===== src/rtl/csi2_pkg.sv =====
// csi2_pkg: shared constants, state encoding and helpers
// for the CSI-2 frame sequencer.
package csi2_pkg;

   localparam logic [5:0] DT_FS    = 6'h00;
   localparam logic [5:0] DT_FE    = 6'h01;
   localparam logic [5:0] DT_LS    = 6'h02;
   localparam logic [5:0] DT_LE    = 6'h03;
   localparam logic [5:0] DT_RAW8  = 6'h2A;
   localparam logic [5:0] DT_RAW10 = 6'h2B;

   typedef enum logic [2:0] {
      IDLE,
      WAIT_FS,
      IN_FRAME,
      IN_LINE,
      DROP
   } state_e;

   localparam int ERR_ECC      = 0;
   localparam int ERR_WC       = 1;
   localparam int ERR_LINES    = 2;
   localparam int ERR_FS_NO_FE = 3;
   localparam int ERR_TRUNC    = 4;
   localparam int ERR_W        = 5;

   function automatic logic [2:0] popcnt4(input logic [3:0] be);
      return {2'b0, be[0]} + {2'b0, be[1]}
           + {2'b0, be[2]} + {2'b0, be[3]};
   endfunction

endpackage


===== src/rtl/csi2_line_byte_cnt.sv =====
// csi2_line_byte_cnt: per-line payload byte accumulator.
// Ports: start_i latches wc_i and clears the count; beat_i/be_i
// add popcount(be); done_o flags the beat that reaches wc.
module csi2_line_byte_cnt
   import csi2_pkg::*;
#(
   parameter int W = 16
) (
   input  logic        clk_i,
   input  logic        rst_n_i,
   input  logic        start_i,
   input  logic [15:0] wc_i,
   input  logic        beat_i,
   input  logic [3:0]  be_i,
   output logic        done_o
);

   localparam int CW = (W > 16) ? W : 16;

   logic [W-1:0] cnt_q;
   logic [15:0]  wc_q;
   logic [CW:0]  sum;

   // One spare bit so the compare and saturation see the carry.
   assign sum = (CW+1)'(cnt_q) + (CW+1)'(popcnt4(be_i));
   assign done_o = beat_i && (sum >= (CW+1)'(wc_q));

   always_ff @(posedge clk_i or negedge rst_n_i) begin
      if (!rst_n_i) begin
         cnt_q <= '0;
         wc_q  <= '0;
      end else if (start_i) begin
         cnt_q <= '0;
         wc_q  <= wc_i;
      end else if (beat_i) begin
         if (|(sum >> W)) cnt_q <= '1;
         else             cnt_q <= sum[W-1:0];
      end
   end

endmodule


===== src/rtl/csi2_frame_ctrl.sv =====
// csi2_frame_ctrl: CSI-2 frame sequencer. Gates the D-PHY enable,
// tracks FS/FE and pixel lines on vc_sel_i, checks geometry.
// Inputs: short/long packet strobes, payload beats, ECC status,
// expected lines / word count. Outputs: rx_enable_o, frame and
// line pulses, err_flags_o, frame_num_o, line_cnt_o (registered);
// payload_keep_o (combinational).
module csi2_frame_ctrl
   import csi2_pkg::*;
#(
   parameter logic [5:0] PIX_DT = DT_RAW10,
   parameter int         LINE_W = 16
) (
   input  logic              clk_i,
   input  logic              rst_n_i,
   input  logic              enable_i,
   input  logic [1:0]        vc_sel_i,
   input  logic [LINE_W-1:0] exp_lines_i,
   input  logic [15:0]       exp_word_cnt_i,
   input  logic              short_pkt_valid_i,
   input  logic [1:0]        short_pkt_v_channel_i,
   input  logic [5:0]        short_pkt_data_type_i,
   input  logic [15:0]       short_pkt_data_field_i,
   input  logic              long_pkt_header_valid_i,
   input  logic [1:0]        long_pkt_v_channel_i,
   input  logic [5:0]        long_pkt_data_type_i,
   input  logic [15:0]       long_pkt_word_cnt_i,
   input  logic              long_pkt_payload_valid_i,
   input  logic [3:0]        long_pkt_payload_be_i,
   input  logic              header_error_i,
   input  logic              header_error_corrected_i,
   output logic              rx_enable_o,
   output logic              frame_active_o,
   output logic              payload_keep_o,
   output logic              line_start_o,
   output logic              line_end_o,
   output logic              frame_done_o,
   output logic              frame_err_o,
   output logic [ERR_W-1:0]  err_flags_o,
   output logic [15:0]       frame_num_o,
   output logic [LINE_W-1:0] line_cnt_o
);

   state_e state_q, state_d;

   logic [LINE_W-1:0] lcnt_d, lcnt_inc;
   logic [ERR_W-1:0]  acc_q, acc_d, flags_d, close_flags;
   logic [15:0]       fnum_d;
   logic act_d, ls_d, le_d, done_d, ferr_d;
   logic fs_ev, fe_ev, pix_hdr, ecc_bad;
   logic line_done, cnt_start, close, start_frame, fin;

   assign fs_ev = short_pkt_valid_i
               && short_pkt_v_channel_i == vc_sel_i
               && short_pkt_data_type_i == DT_FS;
   assign fe_ev = short_pkt_valid_i
               && short_pkt_v_channel_i == vc_sel_i
               && short_pkt_data_type_i == DT_FE;
   assign pix_hdr = long_pkt_header_valid_i
                 && long_pkt_v_channel_i == vc_sel_i
                 && long_pkt_data_type_i == PIX_DT;
   assign ecc_bad = header_error_i && !header_error_corrected_i;

   assign payload_keep_o = long_pkt_payload_valid_i
                        && state_q == IN_LINE;

   assign lcnt_inc = (&line_cnt_o) ? line_cnt_o
                   : line_cnt_o + LINE_W'(1);

   csi2_line_byte_cnt #(.W(LINE_W)) u_byte_cnt (
      .clk_i   (clk_i),
      .rst_n_i (rst_n_i),
      .start_i (cnt_start),
      .wc_i    (long_pkt_word_cnt_i),
      .beat_i  (payload_keep_o),
      .be_i    (long_pkt_payload_be_i),
      .done_o  (line_done)
   );

   always_ff @(posedge clk_i or negedge rst_n_i) begin
      if (!rst_n_i) state_q <= IDLE;
      else          state_q <= state_d;
   end

   always_comb begin
      state_d     = state_q;
      lcnt_d      = line_cnt_o;
      acc_d       = acc_q;
      flags_d     = err_flags_o;
      fnum_d      = frame_num_o;
      act_d       = frame_active_o;
      ls_d        = 1'b0;
      le_d        = 1'b0;
      done_d      = 1'b0;
      ferr_d      = 1'b0;
      cnt_start   = 1'b0;
      close       = 1'b0;
      start_frame = 1'b0;
      fin         = 1'b0;
      close_flags = acc_q;
      unique case (state_q)
         IDLE: begin
            if (enable_i) state_d = WAIT_FS;
         end
         WAIT_FS: begin
            if (!enable_i)  state_d = IDLE;
            else if (fs_ev) start_frame = 1'b1;
         end
         IN_FRAME: begin
            if (ecc_bad) begin
               acc_d[ERR_ECC] = 1'b1;
               state_d = DROP;
            end else if (fs_ev || fe_ev) begin
               close = 1'b1;
            end else if (pix_hdr) begin
               ls_d = 1'b1;
               cnt_start = 1'b1;
               if (long_pkt_word_cnt_i != exp_word_cnt_i)
                  acc_d[ERR_WC] = 1'b1;
               // Empty line: done on the header itself.
               if (long_pkt_word_cnt_i == '0) begin
                  le_d = 1'b1;
                  lcnt_d = lcnt_inc;
               end else begin
                  state_d = IN_LINE;
               end
            end
         end
         IN_LINE: begin
            if (ecc_bad) begin
               acc_d[ERR_ECC] = 1'b1;
               state_d = DROP;
            end else begin
               fin = line_done;
               if (fin) begin
                  le_d = 1'b1;
                  lcnt_d = lcnt_inc;
                  state_d = IN_FRAME;
               end
               // A line finishing on the FE/FS cycle is not truncated.
               if (fs_ev || fe_ev) begin
                  close = 1'b1;
                  close_flags[ERR_TRUNC] = !fin;
               end
            end
         end
         DROP: begin
            if (fs_ev || fe_ev) close = 1'b1;
         end
         default: state_d = IDLE;
      endcase

      if (close) begin
         if (lcnt_d != exp_lines_i)
            close_flags[ERR_LINES] = 1'b1;
         if (fs_ev)
            close_flags[ERR_FS_NO_FE] = 1'b1;
         flags_d = close_flags;
         done_d  = 1'b1;
         ferr_d  = |close_flags;
         act_d   = 1'b0;
         state_d = enable_i ? WAIT_FS : IDLE;
      end

      // FS on an open frame reopens straight away.
      if (start_frame || (close && fs_ev)) begin
         fnum_d  = short_pkt_data_field_i;
         lcnt_d  = '0;
         acc_d   = '0;
         act_d   = 1'b1;
         state_d = IN_FRAME;
      end
   end

   always_ff @(posedge clk_i or negedge rst_n_i) begin
      if (!rst_n_i) begin
         rx_enable_o    <= 1'b0;
         frame_active_o <= 1'b0;
         line_start_o   <= 1'b0;
         line_end_o     <= 1'b0;
         frame_done_o   <= 1'b0;
         frame_err_o    <= 1'b0;
         err_flags_o    <= '0;
         frame_num_o    <= '0;
         line_cnt_o     <= '0;
         acc_q          <= '0;
      end else begin
         rx_enable_o    <= state_d != IDLE;
         frame_active_o <= act_d;
         line_start_o   <= ls_d;
         line_end_o     <= le_d;
         frame_done_o   <= done_d;
         frame_err_o    <= ferr_d;
         err_flags_o    <= flags_d;
         frame_num_o    <= fnum_d;
         line_cnt_o     <= lcnt_d;
         acc_q          <= acc_d;
      end
   end

endmodule


===== config.mk =====
export PLATFORM = sky130hd
export DESIGN_NAME = csi2_frame_ctrl
export DESIGN_NICKNAME = d
export VERILOG_FILES = /design/src/rtl/csi2_pkg.sv /design/src/rtl/csi2_line_byte_cnt.sv /design/src/rtl/csi2_frame_ctrl.sv
export SDC_FILE = /design/constraint.sdc
export NUM_CORES = 1
export LEC_CHECK = 0
export BUFFER_PORTS_ARGS = -buffer_cell sky130_fd_sc_hd__buf_2
export CORE_ASPECT_RATIO = 0.5
export CORE_MARGIN = 4
export CORE_UTILIZATION = 45
export CTS_CLUSTER_DIAMETER = 50
export DETAILED_ROUTE_END_ITERATION = 6
export PLACE_DENSITY_LB_ADDON = 0.25
export SETUP_SLACK_MARGIN = 0.05
export SLEW_MARGIN = 20
export SYNTH_ARGS = -nofsm -noshare
export SYNTH_HDL_FRONTEND = slang
export SYNTH_SLANG_ARGS = --single-unit
export TNS_END_PERCENT = 20

===== constraint.sdc =====
create_clock -name clk_i -period 6.3 [get_ports clk_i]
set_input_delay 0.945 -clock clk_i [delete_from_list [all_inputs] [get_ports clk_i]]
set_output_delay 0.945 -clock clk_i [all_outputs]
set_load 0.01 [all_outputs]

==> results.txt <==
- Met3 layer usage reported by global route: 4.561%
* Number of CTS-inserted buffers: 9
- After synthesis, the netlist uses 76 different library cells.
- Wire length after detailed routing: 16,920 µm
* Detailed placement HPWL: 12,530 µm
- Net switching is 26.47% of the power.
- Grouping stages by cell kind, the critical path spends the most delay in adder cells.
* Share of layout cells above drive strength 1: 28.64%
- At the later pin of the worst-skew pair, clock insertion delay measures 340 ps.
* Final setup violation count: 0
- R2r worst-path depth: 21
- DRC violations left: 0
- The worst register-to-register path begins at u_byte_cnt.cnt_q[0]$_DFFE_PN0P_.
- Initial core utilization: 46.51%
- Largest net degree at the start of global routing: 81
- The final hold violation count is 0.
- Buffers placed on the I/O ports in this run total 137.
* Cell count after synthesis: 662
- Worst path max stage delay: 410 ps
- Fraction of the cycle the final worst path needs: 94.74%
- Synth Warn #: 0
- The floorplan step set the die height to 86.58 µm.
* Number of global-route vias before repair: 5,408
- The multi-input combinational cells in the finished layout cover a total of 3467 µm².
- Remaining antenna violation count: 0
- Drt wl/cell: 17.11 µm
* Simple-gate share of the synthesized area: 27.83%
- The floorplan step set the die width to 165.2 µm.
- Across all layers, the routed design uses 5,465 vias.
* Power density cells: 185.0 nW/µm²
- Adder-cell share of the synthesized area: 5.674%
- Headroom to the max-slew limit came out at 34.02%.
* Main combinational cell family by area after synthesis: simple AND/OR/NAND/NOR gates
* Clock input transition at the sequential cells of the worst setup and hold paths: 60 ps
* Depth of the worst hold-timing path: 2
- In this run, post-CTS hold repair placed 0 buffers.
- The internal power of the cells totals 966.6 µW.
- At the pin with the least slew margin, the transition time is 987.7 ps.
- For met1 alone, demand over resource in global routing was 32.00%.
- Buffers from clock root to sink, at most: 2
- CTS tree: yes
- Max Clk Rate: 167.5 MHz
- Clock power frac: 43.2%
* Worst hold slack across all endpoints: 467.9 ps
* Antenna cells: 0
* Number of optimization iterations in the first detailed-route pass: 7
* Post-synth EDFFs: 0
- Antenna violations before repair: 0
* Compound-Gate Fraction of Synth Area: 14.91%
- Unrepaired setup endpoints after global routing: no
* Max stage delay cell, worst path: sky130_fd_sc_hd__fa_1
- The worst setup path is captured at a register.
- Global-route layer with the greatest usage: met2
- The analysis attributes to net switching a power of 347.9 µW.
- Result of the run: finished, final reports clean
- FF-to-FF End: frame_err_o$_DFF_PN0_
* Area of all placed cells without fillers: 7104 µm²
- Class of the most critical hold timing path: reg -> reg
* Core ar.: 11,950 µm²
* Overall Global Routing Usage: 23.82%
- For hold timing, the worst endpoint is frame_num_o[5]$_DFFE_PN0N_.
- From synthesis to final layout, the design area changed by 27.85%.
- At the end of the flow, the number of nets in the layout was 938.
- After synthesis, the share of cell area in mux cells is 1.937%.
- Global routing used 40.53% of the available met2 tracks.
- Average cell area after synthesis: 8.394 µm²
* Count of pins over their slew limit: 0
* Total gr overflow: 0
- For the finished layout, the period the worst path requires is 5969 ps.
* Share of synthesized registers carrying an async set or reset: 100.0%
- The first global-routing pass estimated 27,160 µm of wire.
* Worst Clk Skew: 9.675 ps
- By startpoint and endpoint, the worst setup path is classified as in -> reg.
- Via density: 5.526
- Placement Rows: 28
- Leakage power: 0.003564 µW
- Clock H-tree levels: 3
* Critical Path AT: 6180 ps
- Hold wc startpoint: frame_num_o[5]$_DFFE_PN0N_
- DRC violation total after the first TritonRoute iteration: 493
- Startpoint types: input pin
* Seq pwr share: 42.4%
- Combinational logic is responsible for 14.4% of the overall power.
* Die outline area: 14,300 µm²
- Count of pins on the block boundary: 138
* Netlist area before placement: 5557 µm²
- The cell sitting at the root of the clock tree is a sky130_fd_sc_hd__clkbuf_16.
- In this run the register-to-register setup slack is 1500 ps.
- Global placement routability congestion: 0.9010
- After synthesis the netlist holds a flip-flop and latch count of 80.
* Net count after synthesis: 780
- Counting both buffers and inverters, the worst setup path holds a total of 6.
* Max Cap Violations: 0
* Max FO, Critical Path: 6
* Crit path required time: 6510 ps
- Summing all placed instances gives a cell area of 6559 µm².
- After synthesis, flip-flops and latches occupy 36.03% of the total area.
- Across the VDD grid, the largest voltage drop is 0.0001333 V.
- Number of sinks handled by clock tree synthesis: 80
- Xor/xnor share of the synthesized area: 8.827%
- The filler cells instantiated in the layout total 1,089.
* Flip-flop cell with the highest count after synthesis: sky130_fd_sc_hd__dfrtp_1
- Sequential Area: 2002 µm²
[power groups by stage]
stage               Sequential, µW  Combinational [µW]  Clock [µW]
floorplan                      560                96.9           0
CTS                            555                 180         581
global route                   560                 212         606
global placement               564                 173           0
detailed placement             565                 179           0
finish                         557                 189         568
[worst register-to-register path, cell delays in order, from the launching register on]
cell,delay (ps)
sky130_fd_sc_hd__dfrtp_1,390
sky130_fd_sc_hd__ha_1,240
sky130_fd_sc_hd__fa_1,400
sky130_fd_sc_hd__a21o_1,200
sky130_fd_sc_hd__and4_1,210
sky130_fd_sc_hd__nand3_1,110
sky130_fd_sc_hd__nor2_1,90
sky130_fd_sc_hd__nand3_1,130
sky130_fd_sc_hd__xnor2_2,140
sky130_fd_sc_hd__ha_1,270
sky130_fd_sc_hd__nand4_1,170
sky130_fd_sc_hd__buf_4,150
sky130_fd_sc_hd__nor2_1,60
sky130_fd_sc_hd__a2111oi_4,410
sky130_fd_sc_hd__a211oi_4,130
sky130_fd_sc_hd__buf_12,170
sky130_fd_sc_hd__o31ai_4,200
sky130_fd_sc_hd__mux2i_2,300
sky130_fd_sc_hd__xor2_1,250
sky130_fd_sc_hd__o2111ai_2,190
sky130_fd_sc_hd__nor4bb_4,340
sky130_fd_sc_hd__a31oi_1,130
[per-stage QoR]
step	instances	setup slack [ps]	TNS, ps	power (µW)	utilization, %
2_1_floorplan	662	396.0	0	657.0	-
3_3_place_gp	968	-267.3	-533.4	737.7	54.90
3_5_place_dp	968	-374.6	-741.2	743.9	54.90
4_1_cts	983	75.24	0	1317	57.73
5_1_grt	989	36.54	0	1378	59.47
6_report	989	331.4	0	1315	59.47
[worst max path at each step]
stage	from	end	slack [ps]	depth (start not counted)
detailed placement	long_pkt_payload_be_i[0]	frame_err_o$_DFF_PN0_	-370	26
global placement	long_pkt_payload_be_i[0]	frame_err_o$_DFF_PN0_	-270	26
floorplan	long_pkt_payload_be_i[0]	err_flags_o[2]$_DFFE_PN0P_	400	26
CTS	long_pkt_payload_be_i[0]	frame_err_o$_DFF_PN0_	80	26
global route	long_pkt_payload_be_i[0]	frame_err_o$_DFF_PN0_	40	26
finish	long_pkt_payload_be_i[0]	frame_err_o$_DFF_PN0_	330	27
[metal layers]
layer / routed length, µm / part of all wire (%) / vias up
li1: - / - / 2640
met3: 1002 / 5.9 / 12
met4: 107 / 0.63 / 0
met5: 0 / 0 / -
met1: 7617 / 45 / 2646
met2: 8191 / 48 / 167
[synthesized netlist by cell type, types with 5 or more instances]
cell	n	share of area (%)
sky130_fd_sc_hd__a211oi_1	6	0.81
sky130_fd_sc_hd__a21o_1	5	0.68
sky130_fd_sc_hd__a21oi_1	36	3.2
sky130_fd_sc_hd__a31oi_1	5	0.56
sky130_fd_sc_hd__and3_1	9	1.0
sky130_fd_sc_hd__and4_1	6	0.95
sky130_fd_sc_hd__buf_2	5	0.45
sky130_fd_sc_hd__clkbuf_1	17	1.1
sky130_fd_sc_hd__dfrtp_1	80	36
sky130_fd_sc_hd__ha_1	22	5.0
sky130_fd_sc_hd__inv_1	31	2.1
sky130_fd_sc_hd__mux2i_1	7	1.3
sky130_fd_sc_hd__nand2_1	112	7.6
sky130_fd_sc_hd__nand2b_1	5	0.56
sky130_fd_sc_hd__nand3_1	17	1.5
sky130_fd_sc_hd__nand4_1	17	1.9
sky130_fd_sc_hd__nor2_1	77	5.2
sky130_fd_sc_hd__nor3_1	19	1.7
sky130_fd_sc_hd__nor4_1	12	1.4
sky130_fd_sc_hd__o21ai_0	31	2.8
sky130_fd_sc_hd__xnor2_1	27	4.3
sky130_fd_sc_hd__xor2_1	29	4.6
[what timing repair did]
item                                    in CTS  in global routing
resized for setup                            2                 27
endpoints found under the setup margin       2                  2
setup buffers                                0                  5
pin swaps                                    1                 14
cloned                                       0                  1
[registers in the layout, indices dropped and copies added (netlist names)]
register          flops
acc_q                 2
err_flags_o           5
frame_active_o        1
frame_done_o          1
frame_err_o           1
frame_num_o          16
line_cnt_o           16
line_end_o            1
line_start_o          1
rx_enable_o           1
state_q               3
u_byte_cnt.cnt_q     16
u_byte_cnt.wc_q      16
[cells in the final DEF, fill, tap and decap left out, types with 17 or more instances in the layout]
cell and instances:
sky130_fd_sc_hd__a21oi_1 35, sky130_fd_sc_hd__ha_1 21, sky130_fd_sc_hd__o21ai_0 29, sky130_fd_sc_hd__dfrtp_1 80
sky130_fd_sc_hd__nor2_1 74, sky130_fd_sc_hd__buf_4 36, sky130_fd_sc_hd__nor3_1 17, sky130_fd_sc_hd__nand3_1 17
sky130_fd_sc_hd__inv_1 30, sky130_fd_sc_hd__xnor2_1 26, sky130_fd_sc_hd__xor2_1 29, sky130_fd_sc_hd__nand4_1 17
sky130_fd_sc_hd__buf_2 136, sky130_fd_sc_hd__nand2_1 111
[logic make-up (layout without fill, tap and decap cells)]
kind of cell             after synthesis  in the layout
AND/OR/NAND/NOR                      306            306
AO/OA/AOI/OAI                        125            126
flip-flops                            80             80
buffers and inverters                 61            222
XOR/XNOR                              56             56
adder cells (fa/ha/maj)               24             24
multiplexers                          10             10
[layout make-up]
cell class,instances,area share (%)
clock inverter,6,1.303
sequential,80,28.18
inverter,33,1.814
timing repair buffer,174,13.83
multi-input combinational,522,48.80
tap,165,2.906
clock buffer,9,3.170
No activity file was read; power rests on OpenSTA's default activity.
